==> src/rtl/product_display.sv <==
// product_display: latches the signed product on a rising edge of `done`,
// converts its magnitude to five BCD digits with a sequential double-dabble
// (one bit per cycle), then scans an 8-digit active-low seven-segment display.
// Optional feature: define LEADING_ZERO_BLANK_EN to blank leading zeros and
// float the minus sign next to the most significant shown digit.
module product_display #(
    parameter int REFRESH_DIV = 100000
) (
    input  logic        clk,
    input  logic        rst,
    input  logic        done,
    input  logic [15:0] product,
    output logic        busy,
    output logic        valid,
    output logic [7:0]  an,
    output logic [6:0]  seg
);

    localparam int CNT_W = (REFRESH_DIV > 1) ? $clog2(REFRESH_DIV) : 1;
    localparam logic [CNT_W-1:0] RCNT_LAST = CNT_W'(REFRESH_DIV - 1);

    localparam logic [3:0] GLYPH_MINUS = 4'hA;
    localparam logic [3:0] GLYPH_BLANK = 4'hB;

    typedef enum logic [1:0] {
        IDLE,
        CONVERT,
        SHOW
    } state_t;

    state_t           state;
    state_t           state_next;
    logic             done_q;
    logic             capture;
    logic [15:0]      bin;
    logic [19:0]      bcd;
    logic [19:0]      bcd_adj;
    logic [4:0]       iter;
    logic             neg;
    logic [2:0]       idx;
    logic [CNT_W-1:0] rcnt;
    logic [3:0]       cur_digit;
    logic [3:0]       glyph;

    assign capture = done & ~done_q;

    // Segment code for a glyph (active-low, gfedcba).
    function automatic logic [6:0] seg_of(input logic [3:0] g);
        case (g)
            4'd0:    seg_of = 7'h40;
            4'd1:    seg_of = 7'h79;
            4'd2:    seg_of = 7'h24;
            4'd3:    seg_of = 7'h30;
            4'd4:    seg_of = 7'h19;
            4'd5:    seg_of = 7'h12;
            4'd6:    seg_of = 7'h02;
            4'd7:    seg_of = 7'h78;
            4'd8:    seg_of = 7'h00;
            4'd9:    seg_of = 7'h10;
            4'hA:    seg_of = 7'h3F;
            default: seg_of = 7'h7F;
        endcase
    endfunction

    // Edge-detect history; it tracks done even in reset so a level held
    // across reset is not mistaken for a new rising edge.
    always_ff @(posedge clk) begin
        // NOTE: registers take <= so every flop samples pre-edge values;
        // blocking = here would create order-dependent simulation races.
        done_q <= done;
    end

    // State register.
    always_ff @(posedge clk) begin
        if (rst) state <= IDLE;
        else     state <= state_next;
    end

    // Next-state logic: a capture always wins and (re)starts a conversion.
    always_comb begin
        // NOTE: default first so every path assigns state_next; a missing
        // branch would otherwise infer a latch.
        state_next = state;
        case (state)
            IDLE:    if (capture) state_next = CONVERT;
            CONVERT: begin
                if (capture)           state_next = CONVERT;
                else if (iter == 5'd15) state_next = SHOW;
            end
            SHOW:    if (capture) state_next = CONVERT;
            default: state_next = IDLE;
        endcase
    end

    // Double-dabble correction: add 3 to every BCD nibble of 5 or more.
    always_comb begin
        bcd_adj = bcd;
        for (int i = 0; i < 5; i++) begin
            if (bcd[4*i +: 4] >= 4'd5) bcd_adj[4*i +: 4] = bcd[4*i +: 4] + 4'd3;
        end
    end

    // Datapath: capture, conversion shifts and refresh scan.
    always_ff @(posedge clk) begin
        if (rst) begin
            bin  <= '0;
            bcd  <= '0;
            iter <= '0;
            neg  <= 1'b0;
            idx  <= '0;
            rcnt <= '0;
        end else if (capture) begin
            neg  <= product[15];
            bin  <= product[15] ? -product : product;
            bcd  <= '0;
            iter <= '0;
            idx  <= '0;
            rcnt <= '0;
        end else if (state == CONVERT) begin
            {bcd, bin} <= {bcd_adj, bin} << 1;
            iter       <= iter + 5'd1;
        end else if (state == SHOW) begin
            if (rcnt == RCNT_LAST) begin
                rcnt <= '0;
                idx  <= idx + 3'd1;
            end else begin
                rcnt <= rcnt + 1'b1;
            end
        end
    end

    // BCD digit under the scan index (zero beyond the five magnitude digits).
    always_comb begin
        cur_digit = 4'd0;
        case (idx)
            3'd0:    cur_digit = bcd[3:0];
            3'd1:    cur_digit = bcd[7:4];
            3'd2:    cur_digit = bcd[11:8];
            3'd3:    cur_digit = bcd[15:12];
            3'd4:    cur_digit = bcd[19:16];
            default: cur_digit = 4'd0;
        endcase
    end

`ifdef LEADING_ZERO_BLANK_EN
    logic [2:0] msd;

    // Glyph selection with leading-zero blanking and a floating minus sign.
    always_comb begin
        msd = 3'd0;
        for (int i = 1; i < 5; i++) begin
            if (bcd[4*i +: 4] != 4'd0) msd = 3'(i);
        end
        if (idx <= msd)                   glyph = cur_digit;
        else if (neg && idx == msd + 3'd1) glyph = GLYPH_MINUS;
        else                               glyph = GLYPH_BLANK;
    end
`else
    // Glyph selection: five digits with leading zeros, sign in digit 5.
    always_comb begin
        glyph = GLYPH_BLANK;
        if (idx <= 3'd4)               glyph = cur_digit;
        else if (idx == 3'd5 && neg)   glyph = GLYPH_MINUS;
    end
`endif

    // Status and display drive; the display is blank unless showing a result.
    always_comb begin
        busy  = (state == CONVERT);
        valid = (state == SHOW);
        an    = 8'hFF;
        seg   = 7'h7F;
        if (valid) begin
            an  = ~(8'b1 << idx);
            seg = seg_of(glyph);
        end
    end

endmodule

==> config.mk <==
export PLATFORM = sky130hd
export DESIGN_NAME = product_display
export DESIGN_NICKNAME = d
export VERILOG_FILES = /design/src/rtl/product_display.sv
export SDC_FILE = /design/constraint.sdc
export NUM_CORES = 1
export LEC_CHECK = 0
export CAP_MARGIN = 40
export CORE_UTILIZATION = 46
export CTS_CLUSTER_DIAMETER = 100
export DETAILED_ROUTE_END_ITERATION = 8
export MAX_ROUTING_LAYER = met4
export PLACE_DENSITY = 0.69
export SYNTH_ARGS = -nofsm -noshare
export SYNTH_HDL_FRONTEND = slang
export SYNTH_SLANG_ARGS = --single-unit
==> constraint.sdc <==
create_clock -name clk -period 4 [get_ports clk]
set_input_delay 0.6 -clock clk [delete_from_list [all_inputs] [get_ports clk]]
set_output_delay 0.6 -clock clk [all_outputs]
set_load 0.01 [all_outputs]
==> impl_results.md, run 1 <==
* Leakage at 1.611 nW
* Req. time, crit path at 3.40 ns
* Post-synth EDFFs at 0
* CTS tree: yes
* Placeable Area at 0.007848 mm^2
* Vias in the first global route at 3,042
* Post-synth cell types at 51
* Hold Path Cell Cnt at 2
* Crit path capture type: primary output
* Vias/cell at 5.415
* Largest net degree at the start of global routing at 42
* Die area at 0.008642 mm^2
* Syn Area/Cell at 7.929 um^2
* RSZ-0062 raised after global routing: no
* Final cell count without fillers at 615
* Post-Layout Inst Area at 0.004384 mm^2
* DRC viols at 0
* Total wire length at 8.134 mm
* Slew Viols, Final at 0
* Row cnt at 32
* Number of clock sinks at 65
* Max rail drop VDD at 189.8 uV
* Wire length per cell at 13.23 um
* First-pass GRT wire length at 13.86 mm
* Met1 wire length at 4.005 mm
* Clk_skew at 0.01306 ns
* Met3 wire len at 304 um
* Switching Fraction at 26.97%
* CTS buffer count at 9
* MaxCap Viol Count at 0
* Outcome: finished clean
* Psw at 0.0003446 W
* Synthesized area at 0.003806 mm^2
* Clock power frac at 38.6%
* Initial antenna violation count at 0
* Reg2Reg Setup Slack at 2.15 ns
* Die X at 92.96 um
* Die Span Y at 92.96 um
* Power per Cell Area at 291.4 mW/mm^2
* Warnings from Yosys at 0
* Crit path max fanout at 7
* Nets at 550
* H-tree depth at 3
* Fillers at 787
* Worst-Margin Slew at 0.6522 ns
* Clk buf depth at 2
* Top sig layer: met4
* Ports at 36
* Largest cells by area after synthesis: dfxtp_1, ha_1, xor2_1, nand2_1, a21oi_1
* Post-Syn Nets at 522
* Drt pass-1 iters at 7
* I/O Buffers at 35
* Final hold viol count at 0
* #FFs+latches synth at 65
* Initial core utilization at 48.50%
* Cell total after placement at 597
* Post-DRT Antenna Nets at 0
* Share of layout cells above drive strength 1 at 6.433%
* Fin crit share at 94.29%
* Drt first-iter violations at 138
* Final worst path period need at 3.772 ns
* Multi-input combinational cell area at 0.002300 mm^2
* Internal Pwr Total at 0.0009330 W
* Register area at 0.001301 mm^2
* Setup TNS at 0 ns
* Mapped Cells at 480
* Routed via count at 3,330
* Setup Viol. Count Final at 0
* CTS clk-pin slew, worst paths at 0.07 ns
* GRT Util Overall at 20.49%
* Ant diodes at 0
* Area Overhead vs Synth at 15.19%
* Worst setup margin at 0.2284 ns
* DP Area at 0.004188 mm^2
* Asr flop ratio synth at 0%
* Met2 Wirelength at 3.730 mm
* Share of the synthesized area in the top cell type at 34.19%
* Sequential area share after synthesis at 34.19%
* Hpwl dp at 5.772 mm
* CP startpoint kind: flop
* GPL Wtd Cong at 0.8718
* CTS Root Cell: clkbuf_8
* Rel. slew slack at 56.18%
* Reg2reg path depth at 6
* HP Class: flop to flop
* Worst skew pair latency at 0.34 ns
* Part of the power in registers at 52.4%
* GRT Residual Overflow at 0
* Area leader, netlist: dfxtp_1
* CP arrival at 3.17 ns
* Worst hold slack at 0.4626 ns
* Crit path kind: flop to primary output
* Most used DFF post-synth: dfxtp_1
* Combinational power share at 9.0%
* Fmax achieved at 265.1 MHz
* Pre-CTS setup slack at 0.3873 ns
[power groups by stage]
stage / registers (W) / clock network, W / logic (W)
after global routing: 0.000671 / 0.000532 / 0.000127
after CTS: 0.000669 / 0.000498 / 0.000116
after global placement: 0.000684 / 0 / 0.000113
after floorplan: 0.000682 / 0 / 0.0000769
after detailed placement: 0.000684 / 0 / 0.000116
final: 0.000669 / 0.000494 / 0.000115
[synthesized netlist by cell type, drive strengths merged (7+ instances only)]
cell    number
dfxtp       65
nand2       65
nand2b      13
nand3       18
ha          23
a21oi       43
nor2        51
mux2i        7
a211oi       7
nor3        10
o21ai       21
xnor2       14
clkbuf      20
xor2        28
inv         21
[final cells by class]
| class | count | share of cell area (%) |
|---|---|---|
| Multi-Input combinational cell | 368 | 52.45 |
| Tap cell | 102 | 2.911 |
| Inverter | 22 | 1.884 |
| Sequential cell | 65 | 29.68 |
| Clock buffer | 9 | 2.825 |
| Timing Repair Buffer | 42 | 9.189 |
| Clock inverter | 7 | 1.056 |
[placed cells by master (no fill, tap or decap), types with 4 or more instances in the layout]
master	count
clkbuf_8	9
clkdlybuf4s50_1	35
buf_4	7
nor4_1	6
ha_1	23
a211oi_1	7
mux2i_1	7
inv_1	21
nand4_1	6
nor2_1	51
and3_1	5
nand3_1	18
and2_1	4
xnor2_1	14
o21ai_0	21
a21oi_1	41
nand2b_1	13
o22ai_1	5
xor2_1	28
nand2_1	65
a311oi_1	6
nor3_1	10
dfxtp_1	65
[timing repair]
action	4_1_cts	5_1_grt
endpoints found under the hold margin	0	0
hold buffers	0	0
resized for setup	0	2
endpoints found under the setup margin	0	4
setup buffers	0	2
[flip-flops by register name, indices dropped and copies added (netlist names)]
name	count
bcd	20
rcnt	17
bin	16
iter	5
idx	3
state	2
done_q	1
neg	1
[metal layers]
layer	up-vias	global-route usage (%)
met3	9	3.859
li1	1718	-
met5	-	-
met2	65	33.03
met1	1538	25.82
met4	0	6.667
[cells by family (layout without fill, tap and decap cells)]
logic type	Yosys count	after routing	synth area share [%]
AO/OA/AOI/OAI	105	105	17.59
XOR/XNOR	42	42	9.665
adder cells (fa/ha/maj)	23	23	7.561
buffers and inverters	47	80	5.687
flip-flops	65	65	34.19
multiplexers	7	7	1.841
AND/OR/NAND/NOR	191	191	23.47
[through the flow]
stage,total power (W),util (%)
after floorplan,0.0007587,-
after global placement,0.0007961,53.36
after detailed placement,0.0007991,53.36
after CTS,0.001283,55.53
after global routing,0.001329,55.87
final,0.001278,55.87
[critical path, stage by stage, from the launching register on]
cell and delay [ns]:
dfxtp_1 0.35, ha_1 0.24, ha_1 0.26, or3_1 0.37, a21oi_4 0.17, nor2_1 0.12, a21oi_2 0.17, ha_1 0.27
o21a_1 0.19, o21ai_0 0.14, clkdlybuf4s50_1 0.55
[worst paths after layout]
kind,start,end
setup / recovery,idx[0],seg[1]
hold / removal,bin[15],bcd[0]
setup reg to reg,rcnt[0],rcnt[7]
hold reg to reg,bin[15],bcd[0]
No activity file was read; power rests on OpenSTA's default activity.
==> run 2: changes to the inputs <==
--- a/config.mk
+++ b/config.mk
@@ -6,11 +6,13 @@
 export NUM_CORES = 1
 export LEC_CHECK = 0
 export CAP_MARGIN = 40
+export CORE_MARGIN = 2
 export CORE_UTILIZATION = 46
 export CTS_CLUSTER_DIAMETER = 100
 export DETAILED_ROUTE_END_ITERATION = 8
 export MAX_ROUTING_LAYER = met4
 export PLACE_DENSITY = 0.69
+export REMOVE_ABC_BUFFERS = 1
 export SYNTH_ARGS = -nofsm -noshare
 export SYNTH_HDL_FRONTEND = slang
 export SYNTH_SLANG_ARGS = --single-unit
==> run 2 against run 1 <==
Setup slack worse by 0.00057 ns. Maximum frequency hardly changed. Flip-flop and latch count stayed put. Sequential share of layout area is 0.059 points higher. Clock-buffer cell count is 3 higher. Combinational power hardly changed. Non-clock buffer count stayed put. Die area is 4.3% higher. Hold slack worse by 0.0030 ns. Highest routed layer unchanged. First-iteration DRC count is 8.7% higher.
==> impl_results.md, run 2 (synthesized netlist as in run 1, its figures left out) <==
* CTS clk-pin slew, worst paths at 0.07 ns
* Vias/cell at 5.372
* H-tree depth at 3
* CP bufs+invs at 2
* Ant diodes at 0
* Drt first-iter violations at 150
* Share of layout cells above drive strength 1 at 5.848%
* Crit path capture type: primary output
* Clk buf depth at 2
* Drt pass-1 iters at 4
* DRC viols at 0
* GPL Wtd Cong at 0.8397
* Worst Setup SP: idx[0]
* Final hold viol count at 0
* CP arrival at 3.17 ns
* Setup Viol. Count Final at 0
* First-pass GRT wire length at 13.68 mm
* Initial core utilization at 46.79%
* Leakage at 1.611 nW
* Worst skew pair latency at 0.34 ns
* Reg2Reg Setup Slack at 2.07 ns
* Fin crit share at 94.30%
* RSZ-0062 raised after global routing: no
* Hpwl dp at 5.683 mm
* Highest-delay cell along the critical path: clkdlybuf4s50_1
* Total wire length at 7.993 mm
* Ports at 36
* Most used cell along the critical path: ha_1
* R2R Path Start: rcnt[0]
* Fmax achieved at 265.1 MHz
* Slew Viols, Final at 0
* GRT Util Overall at 19.65%
* Crit path max fanout at 7
* Final worst path period need at 3.772 ns
* Max reg flops at 20
* Req. time, crit path at 3.40 ns
* GRT Residual Overflow at 0
* CTS tree: yes
* Placeable Area at 0.008134 mm^2
* Worst-Margin Slew at 0.6992 ns
* Crit path cell chain: ha_1 -> ha_1 -> or3_1 -> a21oi_4 -> nor2_1 -> a21oi_2 -> inv_1 -> ha_1 -> nor3_1 -> o21ai_0 -> clkdlybuf4s50_1
* I/O Buffers at 35
* Power per Cell Area at 284.5 mW/mm^2
* Die X at 94.96 um
* Worst setup margin at 0.2278 ns
* Post-DRT Antenna Nets at 0
* Reg2reg path depth at 6
* Largest net degree at the start of global routing at 43
* Vias in the first global route at 3,039
* Critical path depth at 11
* Nets at 550
* Clk_skew at 0.008488 ns
* CTS buffer count at 9
* Hold Path Cell Cnt at 2
* Crit path kind: flop to primary output
* Row cnt at 33
* Wire length per cell at 12.93 um
* Die area at 0.009017 mm^2
* HP Class: flop to flop
* Pre-CTS setup slack at 0.4077 ns
* CP peak stage delay at 0.51 ns
* CP startpoint kind: flop
* MaxCap Viol Count at 0
* Largest Register: bcd
* Setup TNS at 0 ns
* CTS Root Cell: clkbuf_8
* CTS Hold Bufs at 0
* Routed via count at 3,320
* Die Span Y at 94.96 um
* Rel. slew slack at 53.03%
* Max rail drop VDD at 126.1 uV
* Outcome: finished clean
* Biggest regs: bcd x20, rcnt x17, bin x16
* Area Overhead vs Synth at 14.96%
* Commonest non-fill, non-tap cells in the layout: nand2_1, dfxtp_1, nor2_1
* Initial antenna violation count at 0
* Crit path capture: seg[5]
* End of the worst register-to-register path: rcnt[11]
* Number of clock sinks at 65
* Worst path top cell family by delay: simple AND/OR/NAND/NOR gates
run 2: cell types whose count changed in the layout (fill, tap and decap cells not counted):
cell and delta:
clkbuf_1 +3, clkinvlp_4 -3, clkdlybuf4s50_1 -1, clkinv_2 +1, dlymetal6s2s_1 +1, inv_6 -1
run 2: cell type report:
class / instances / area, um^2
fillers: 799 / 3759
multi-input cells: 368 / 2300
flip-flops and latches: 65 / 1301
repair buffers: 42 / 405.4
clock buffers: 12 / 135.1
well taps: 105 / 131.4
inverters: 22 / 82.58
clock inverters: 4 / 20.02
run 2: worst min path at each step:
stage | start | end | slack [ns]
2_1_floorplan | neg | neg | 0.43
3_3_place_gp | bin[15] | bcd[0] | 0.45
3_5_place_dp | bin[15] | bcd[0] | 0.45
4_1_cts | bin[15] | bcd[0] | 0.46
5_1_grt | bin[15] | bcd[0] | 0.49
6_report | bin[15] | bcd[0] | 0.46
run 2: routing by layer:
metal	GRT usage, %	up-vias	wire [um]
met5	-	-	0
met4	6.159	0	108
met3	4.150	8	275
met2	31.50	62	3715
met1	24.84	1533	3893
li1	-	1717	-
run 2: report_power, final:
part	switching, W	total (W)	internal, W
Combinational	0.0000646	0.000114	0.0000495
Sequential	0.00000792	0.000669	0.000661
Clock	0.000240	0.000462	0.000221
Total	0.000313	0.00125	0.000932
run 2: stage by stage:
stage                     hold WS (ns)  area (um^2)   power, W  utilization [%]  instances
after floorplan                 0.4305         3672  0.0007465                -        455
after global placement          0.4523         4199  0.0007968            51.62        601
after detailed placement        0.4496         4199  0.0007986            51.62        601
after CTS                       0.4595         4354   0.001263            53.53        617
after global routing            0.4935         4375   0.001300            53.79        618
final                           0.4596         4375   0.001245            53.79        618
run 2: timing repair:
action	in CTS	in global routing
buffers inserted	0	1
gates resized for setup	0	3
hold endpoints to repair	0	0
setup endpoints to repair	0	3
run 2: tightest hold or removal path, stage by stage (launching register included):
cell and delay [ns]:
dfxtp_1 0.31, nand2_1 0.05, a21oi_1 0.05
==> run 3: changes to the inputs <==
--- a/config.mk
+++ b/config.mk
@@ -11,7 +11,7 @@
 export CTS_CLUSTER_DIAMETER = 100
 export DETAILED_ROUTE_END_ITERATION = 8
 export MAX_ROUTING_LAYER = met4
-export PLACE_DENSITY = 0.69
+export PLACE_DENSITY = 0.66
 export REMOVE_ABC_BUFFERS = 1
 export SYNTH_ARGS = -nofsm -noshare
 export SYNTH_HDL_FRONTEND = slang
==> run 3 against run 2 <==
Sequential power about the same. Clock-buffer cell count decreased by 2. Global-route usage decreased by 0.22 points. Critical path type unchanged. Via count increased by 0.87%.
==> impl_results.md, run 3 (synthesized netlist as in run 1, its figures left out) <==
* Switching Fraction at 21.53%
* Worst setup margin at 0.2000 ns
* HP Class: flop to flop
* DRC viols at 0
* Ant diodes at 0
* Initial antenna violation count at 0
* Combinational power share at 7.6%
* Core Util, Final at 54.96%
* Pre-CTS setup slack at 0.3683 ns
* Vias/cell at 5.428
* Crit path max fanout at 7
* MaxCap Viol Count at 0
* GRT Util Overall at 19.42%
* DP Area at 0.004184 mm^2
* Routed via count at 3,349
* Share of layout cells above drive strength 1 at 6.250%
* Die X at 94.96 um
* Worst-Margin Slew at 0.7239 ns
* H-tree depth at 3
* Die area at 0.009017 mm^2
* Hpwl dp at 5.685 mm
* First-pass GRT wire length at 13.48 mm
* GRT Residual Overflow at 0
* Total wire length at 8.135 mm
* Leakage at 1.653 nW
* Largest net degree at the start of global routing at 42
* Ports at 36
* Initial core utilization at 46.79%
* Largest Register: bcd
* Part of the power in registers at 44.3%
* Setup Viol. Count Final at 0
* GPL Wtd Cong at 0.8627
* CTS tree: yes
* Internal Pwr Total at 0.001185 W
* Commonest non-fill, non-tap cells in the layout: nand2_1, dfxtp_1, nor2_1
* Outcome: finished clean
* Hold Path Cell Cnt at 2
* Post-Layout Inst Area at 0.004471 mm^2
* Power per Cell Area at 337.7 mW/mm^2
* CTS Root Cell: clkbuf_8
* Wire length per cell at 13.18 um
* Fillers at 769
* Crit path kind: flop to primary output
* Post-DRT Antenna Nets at 0
* Fmax achieved at 263.2 MHz
* CP startpoint kind: flop
* Placeable Area at 0.008134 mm^2
* Area Overhead vs Synth at 17.46%
* Die Span Y at 94.96 um
* Row cnt at 33
* Drt pass-1 iters at 4
* Psw at 0.0003250 W
* I/O Buffers at 35
* Final worst path period need at 3.800 ns
* Drt first-iter violations at 212
* Biggest regs: bcd x20, rcnt x17, bin x16
* Setup TNS at 0 ns
* Total power at 0.001510 W
* CTS clk-pin slew, worst paths at 0.07 ns
* RSZ-0062 raised after global routing: no
* Final hold viol count at 0
* Clk buf depth at 2
* Rel. slew slack at 51.37%
* Fin crit share at 95.00%
* Max reg flops at 20
* Clock power frac at 48.1%
* Max rail drop VDD at 198.3 uV
* CP arrival at 3.20 ns
* Reg2reg path depth at 6
* Clk_skew at 0.006350 ns
* Number of clock sinks at 65
* Worst skew pair latency at 0.34 ns
* Vias in the first global route at 3,026
* Slew Viols, Final at 0
* CTS buffer count at 9
* Nets at 549
* Crit path capture type: primary output
* Req. time, crit path at 3.40 ns
==> run 3: layout make-up <==
| cell class | instances | area, um^2 | share of cell area [%] |
|---|---|---|---|
| inverters | 22 | 82.58 | 1.847 |
| multi-input cells | 368 | 2302 | 51.50 |
| clock inverters | 6 | 130.1 | 2.911 |
| repair buffers | 41 | 395.4 | 8.844 |
| flip-flops and latches | 65 | 1301 | 29.11 |
| clock buffers | 10 | 127.6 | 2.855 |
| well taps | 105 | 131.4 | 2.939 |
==> run 3: path summary, 6_finish.rpt <==
path,to,start,slack (ns)
max,seg[1],idx[0],0.20
max reg2reg,rcnt[13],rcnt[0],2.11
min reg2reg,bcd[0],bin[15],0.45
min,bcd[0],bin[15],0.45
==> run 3: repair_timing <==
action	4_1_cts	5_1_grt
cloned	0	0
endpoints found under the setup margin	1	3
hold buffers	0	0
setup buffers	0	2
pin swaps	0	2
gates resized for setup	1	2
==> run 3: layer usage <==
| metal | wire, um | vias to the layer above | track usage [%] |
|---|---|---|---|
| li1 | - | 1713 | - |
| met1 | 3956 | 1545 | 23.35 |
| met2 | 3669 | 74 | 31.97 |
| met3 | 319 | 17 | 3.272 |
| met4 | 190 | 0 | 8.575 |
| met5 | 0 | - | - |
==> run 3: stage by stage <==
step           hold slack, ns  cells
5_1_grt                0.4649    617
3_3_place_gp           0.4388    599
3_5_place_dp           0.4431    599
6_report               0.4516    617
4_1_cts                0.4530    615
2_1_floorplan          0.4305    455
==> run 3: worst max-delay path: stages, from the launching register on <==
cell and delay (ns):
dfxtp_1 0.35, ha_1 0.23, ha_1 0.27, or3_1 0.38, a21oi_4 0.17, nor2_1 0.12
a21oi_2 0.18, ha_1 0.28, o21a_1 0.19, o21ai_0 0.14, clkdlybuf4s50_1 0.56
==> run 3: power groups by stage <==
stage          combinational, W  sequential (W)  clock [W]
4_1_cts                0.000116        0.000669   0.000740
3_3_place_gp           0.000113        0.000683          0
6_report               0.000114        0.000669   0.000727
5_1_grt                0.000126        0.000671   0.000769
3_5_place_dp           0.000115        0.000684          0
2_1_floorplan         0.0000647        0.000682          0
